### config.mk
export PLATFORM = sky130hd
export DESIGN_NAME = serial_frame_tx
export DESIGN_NICKNAME = d
export VERILOG_FILES = /design/src/rtl/serial_frame_tx.sv
export SDC_FILE = /design/constraint.sdc
export NUM_CORES = 1
export LEC_CHECK = 0
export BUFFER_PORTS_ARGS = -buffer_cell sky130_fd_sc_hd__clkbuf_2
export CELL_PAD_IN_SITES_DETAIL_PLACEMENT = 0
export CELL_PAD_IN_SITES_GLOBAL_PLACEMENT = 1
export CORE_ASPECT_RATIO = 0.5
export CORE_UTILIZATION = 44
export DETAILED_ROUTE_END_ITERATION = 6
export GPL_TIMING_DRIVEN = 1
export PLACE_DENSITY_LB_ADDON = 0.1
export SLEW_MARGIN = 15
export SYNTH_ARGS = -nofsm -noshare
export SYNTH_HDL_FRONTEND = slang
export SYNTH_SLANG_ARGS = --single-unit
### constraint.sdc
create_clock -name clk -period 2.31 [get_ports clk]
set_input_delay 0.462 -clock clk [delete_from_list [all_inputs] [get_ports clk]]
set_output_delay 0.462 -clock clk [all_outputs]
set_load 0.005 [all_outputs]
### src/rtl/serial_frame_tx.sv
// serial_frame_tx: parallel frame request in, idle-high bit-serial frame out.
// Frame: start 0, port (MSB first), length (MSB first), L payload bits
// (MSB first), then a single guard 1 during which frameDone pulses.
module serial_frame_tx #(
   parameter int PORT_W = 2,
   parameter int LEN_W  = 4,
   parameter int DATA_W = 15
) (
   input  logic              clk,
   input  logic              rst,
   input  logic              txValid,
   input  logic [PORT_W-1:0] txPort,
   input  logic [LEN_W-1:0]  txLen,
   input  logic [DATA_W-1:0] txData,
   output logic              txReady,
   output logic              busy,
   output logic              serOut,
   output logic              frameDone
);

   // The shared bit counter must cover both header fields and the payload.
   localparam int CNT_W  = (PORT_W > LEN_W) ? PORT_W : LEN_W;
   localparam int PIDX_W = (PORT_W > 1) ? $clog2(PORT_W) : 1;
   localparam int LIDX_W = (LEN_W > 1) ? $clog2(LEN_W) : 1;

   typedef enum logic [2:0] {
      S_IDLE,
      S_START,
      S_PORT,
      S_LEN,
      S_DATA,
      S_GAP
   } state_t;

   state_t            state_q, state_d;
   logic [CNT_W-1:0]  cnt_q, cnt_d;
   logic [PORT_W-1:0] port_q, port_d;
   logic [LEN_W-1:0]  len_q, len_d;
   // One spare zero bit on top so a LEN_W-bit index always lands in range.
   logic [DATA_W:0]   data_q, data_d;
   logic              ser_q, ser_d;
   logic              done_q, done_d;
   logic              busy_q, busy_d;

   logic              accept;
   logic [CNT_W-1:0]  cnt_dec;
   logic [LEN_W-1:0]  len_dec;

   assign txReady   = (state_q == S_IDLE) || (state_q == S_GAP);
   assign accept    = txValid && txReady;
   assign busy      = busy_q;
   assign serOut    = ser_q;
   assign frameDone = done_q;

   // Next-state, next-bit and capture logic; the bit for a state is
   // selected one cycle early so serOut comes straight from a flop.
   always_comb begin
      state_d = state_q;
      cnt_d   = cnt_q;
      port_d  = port_q;
      len_d   = len_q;
      data_d  = data_q;
      ser_d   = ser_q;
      done_d  = 1'b0;
      cnt_dec = cnt_q - CNT_W'(1);
      len_dec = len_q - LEN_W'(1);

      if (accept) begin
         port_d = txPort;
         len_d  = txLen;
         data_d = {1'b0, txData};
      end

      case (state_q)
         S_IDLE: begin
            ser_d = 1'b1;
            if (accept) begin
               state_d = S_START;
               ser_d   = 1'b0;
            end
         end
         S_START: begin
            state_d = S_PORT;
            cnt_d   = CNT_W'(PORT_W - 1);
            ser_d   = port_q[PORT_W-1];
         end
         S_PORT: begin
            if (cnt_q == '0) begin
               state_d = S_LEN;
               cnt_d   = CNT_W'(LEN_W - 1);
               ser_d   = len_q[LEN_W-1];
            end else begin
               cnt_d = cnt_dec;
               ser_d = port_q[cnt_dec[PIDX_W-1:0]];
            end
         end
         S_LEN: begin
            if (cnt_q == '0) begin
               if (len_q != '0) begin
                  state_d = S_DATA;
                  cnt_d   = CNT_W'(len_dec);
                  ser_d   = data_q[len_dec];
               end else begin
                  state_d = S_GAP;
                  ser_d   = 1'b1;
                  done_d  = 1'b1;
               end
            end else begin
               cnt_d = cnt_dec;
               ser_d = len_q[cnt_dec[LIDX_W-1:0]];
            end
         end
         S_DATA: begin
            if (cnt_q == '0) begin
               state_d = S_GAP;
               ser_d   = 1'b1;
               done_d  = 1'b1;
            end else begin
               cnt_d = cnt_dec;
               ser_d = data_q[cnt_dec[LEN_W-1:0]];
            end
         end
         S_GAP: begin
            ser_d = 1'b1;
            if (accept) begin
               state_d = S_START;
               ser_d   = 1'b0;
            end else begin
               state_d = S_IDLE;
            end
         end
         default: begin
            state_d = S_IDLE;
            ser_d   = 1'b1;
         end
      endcase

      busy_d = (state_d != S_IDLE);
   end

   // State and output registers; reset forces the line high immediately.
   always_ff @(posedge clk or negedge rst) begin
      if (!rst) begin
         state_q <= S_IDLE;
         cnt_q   <= '0;
         port_q  <= '0;
         len_q   <= '0;
         data_q  <= '0;
         ser_q   <= 1'b1;
         done_q  <= 1'b0;
         busy_q  <= 1'b0;
      end else begin
         state_q <= state_d;
         cnt_q   <= cnt_d;
         port_q  <= port_d;
         len_q   <= len_d;
         data_q  <= data_d;
         ser_q   <= ser_d;
         done_q  <= done_d;
         busy_q  <= busy_d;
      end
   end

endmodule

==> results.cfg <==
[yosys]
synth_sequential_area_ratio_pct = 41.3
synth.lib_cells_used.distinct = 46
largest_family_of_logic_cells_by_synthesized_area = multiplexers
synth_compound_area_share_pct = 13.3
synth_adder_area_share_pct = 1.99
synth_edf_count = 0
netlist_area_mm2 = 0.00188
synthSimpleGateAreaFrac_pct = 13.2
yosys_register_bits = 31
synth_xor_area_share_pct = 2.72
post_synth_mux_area_share_pct = 21.7
syn-instance-count = 174
synthesis.yosys.warnings = 0
synth-async-reset-ratio_pct = 100
synth_top_flop_cell = dfrtp_1
synth_area_per_cell_um2 = 10.8
syn_nets = 201

[layout]
finalCoreUtilization_pct = 53.9
antennaDiodeCount = 0
num-nets-final = 231
final_area_mm2 = 0.00216
drive_gt1_share_pct = 35.1
final_cell_mix = dfrtp_1, clkbuf_2, mux2_2
area_grow_syn2layout_pct = 14.7
layout.cells.most_common = dfrtp_1
final.fill_count = 396
instances_no_fill = 259

[detailed_routing]
wirelength_met1_um = 2160
antenna_violating_nets_post_route = 0
avgRoutedWirePerCell_um = 15.5
route.met3.wl_um = 171
uppermost_metal_layer_occupied_by_signal_nets = met4
vias = 1424
post_route_drc_violation_count = 0
first_iter_violations = 76
drt_first_pass_iters = 4
post_drt_via_cell_ratio = 5.50
totalWireLength_um = 4020
met2WireLength_um = 1670

[clocking]
cts-buffers-inserted = 5
ctsHtreeMaxLevel = 2
number_of_sinks_on_the_clock_net = 31
post_cts_hold_buffer_count = 0
tritoncts = done
clock_latency_ns = 0.28
cts_root_buf = clkbuf_8
clk_pin_slew_worst_paths_ns = 0.06
cts_max_path_buffers = 2
post_cts_buffers = 0
postCtsResizedCells = 0

[timing]
tightestPinTransition_ns = 0.781
final.min_clock_period_ns = 2.11
slew_headroom_pct = 47.9
unrepaired_setup_endpoints_after_global_routing = false
max_slew_violation_count = 0
postLayoutSetupSlackWorst_ns = 0.201
setup_viol_count_final = 0
final-hold-violation-count = 0
achievable-frequency_mhz = 474
worst_clock_skew_ns = 0.00685
final.setup.tns_ns = 0
finalCritPeriodShare_pct = 91.3
hold-worst-slack_ns = 0.254

[critical_path]
timing_worst_setup_path_type = register to register
r2r_slack_ns = 0.20
critical-path-max-stage-delay_ns = 0.55
critical-path-slowest-cell = or3b_2
timing.critical_path.cells = inv_1 -> ha_1 -> or3b_2 -> nand3_1 -> a31oi_1 -> a2111oi_0 -> nand4_1
setup.worst_path.end_class = register
worst_path_maximum_fanout = 9
crit_arrival_ns = 2.30
timing.critical_path.from_type = register
r2r-start = cnt_q[0]$_DFFE_PN0P_
r2r_cells = 7
reg2reg_to = serOut$_DFF_PN1_
critical_path_required_ns = 2.50

[global_routing]
grt-ovfl-total = 0
grt_first_pass_wirelength_um = 6770
grt_start_max_net_pins = 32
grt_antenna_before_repair = 0
globalRouteTotalUtil_pct = 20.6
first_global_vias = 1396

[floorplan]
initial_core_utilization_pct = 47.0
chipWidth_um = 94.5
dieArea_mm2 = 0.00456
die_height_um = 48.3
core_box_area_mm2 = 0.00400
ioPinCount = 28
count_of_standard_cell_rows = 16

[placed_design]
post-place-ws_ns = 0.206
placedCellCount = 251
port_buffers = 27
post-dp-hpwl_um = 2980
dpl_cell_area_mm2 = 0.00206
finalWeightedCongestion = 0.851

[power_and_ir_drop]
p_total_mw = 3.23
power.leakage_nw = 0.967
vdd_ir_drop_max_mv = 0.551
pwr_density_cell_mw_per_mm2 = 1490

[min_path]
worst_hold_path_type = input pin to asynchronous set/reset pin

[status]
run_status = finished clean

[run]
drv.max_cap_violation_count = 0
[logic make-up after synthesis]
family,after synthesis
xor+xnor,5
buf+inv,18
mux,30
compound gates,38
fa+ha+maj,3
simple gates,49
flops,31
[registers in the layout, indices dropped and copies added, names as in the netlist]
| signal | count |
|---|---|
| port_q | 2 |
| frameDone | 1 |
| state_q | 3 |
| cnt_q | 4 |
| serOut | 1 |
| len_q | 4 |
| data_q | 15 |
| busy | 1 |
[where the power goes]
part	internal, mW	total [mW]	switching [mW]	leakage (nW)
clock	0.272	0.470	0.198	0.0515
combinational	0.877	1.70	0.823	0.544
sequential	0.811	1.06	0.245	0.371
total	1.96	3.23	1.27	0.967
[cell type report]
class / count / area [µm²] / share of cell area [%]
clock buffers: 8 / 100 / 4.63
inverters: 6 / 22.5 / 1.04
multi-input cells: 125 / 997 / 46.2
flip-flops and latches: 31 / 777 / 36.0
well taps: 54 / 67.6 / 3.13
repair buffers: 35 / 195 / 9.04
[worst max path at each step]
stage                    startpoint                    to  cells past startpoint
6_report       cnt_q[0]$_DFFE_PN0P_      serOut$_DFF_PN1_                      7
4_1_cts        cnt_q[0]$_DFFE_PN0P_      serOut$_DFF_PN1_                      7
2_1_floorplan  len_q[0]$_DFFE_PN0P_  cnt_q[0]$_DFFE_PN0P_                      7
5_1_grt        cnt_q[0]$_DFFE_PN0P_      serOut$_DFF_PN1_                      7
3_5_place_dp   cnt_q[0]$_DFFE_PN0P_      serOut$_DFF_PN1_                      7
3_3_place_gp   cnt_q[0]$_DFFE_PN0P_      serOut$_DFF_PN1_                      7
[worst max-delay path: cells and delay by family (launching register included)]
family / cells / cell delay (ns)
AOI/OAI and AO/OA: 2 / 0.56
adders and majority gates: 1 / 0.16
buffers and inverters: 1 / 0.10
DFF: 1 / 0.37
and+or+nand+nor: 3 / 0.82
[synth_stat cells (4+ instances only)]
library cell / number / area (µm²)
a21oi_1: 9 / 45.0
clkbuf_1: 5 / 18.8
clkbuf_8: 4 / 55.1
dfrtp_1: 30 / 751
inv_1: 6 / 22.5
mux2_2: 19 / 214
mux2i_1: 4 / 40.0
mux4_2: 4 / 90.1
nand2_1: 13 / 48.8
nor2_1: 15 / 56.3
o21ai_0: 7 / 35.0
xnor2_1: 4 / 35.0
[layer usage]
layer	vias up	GRT usage, %
li1	707	-
met5	-	0
met3	4	5.76
met4	0	7.27
met2	31	31.2
met1	682	29.1
Note: power is estimated with default switching activity, not from simulation.
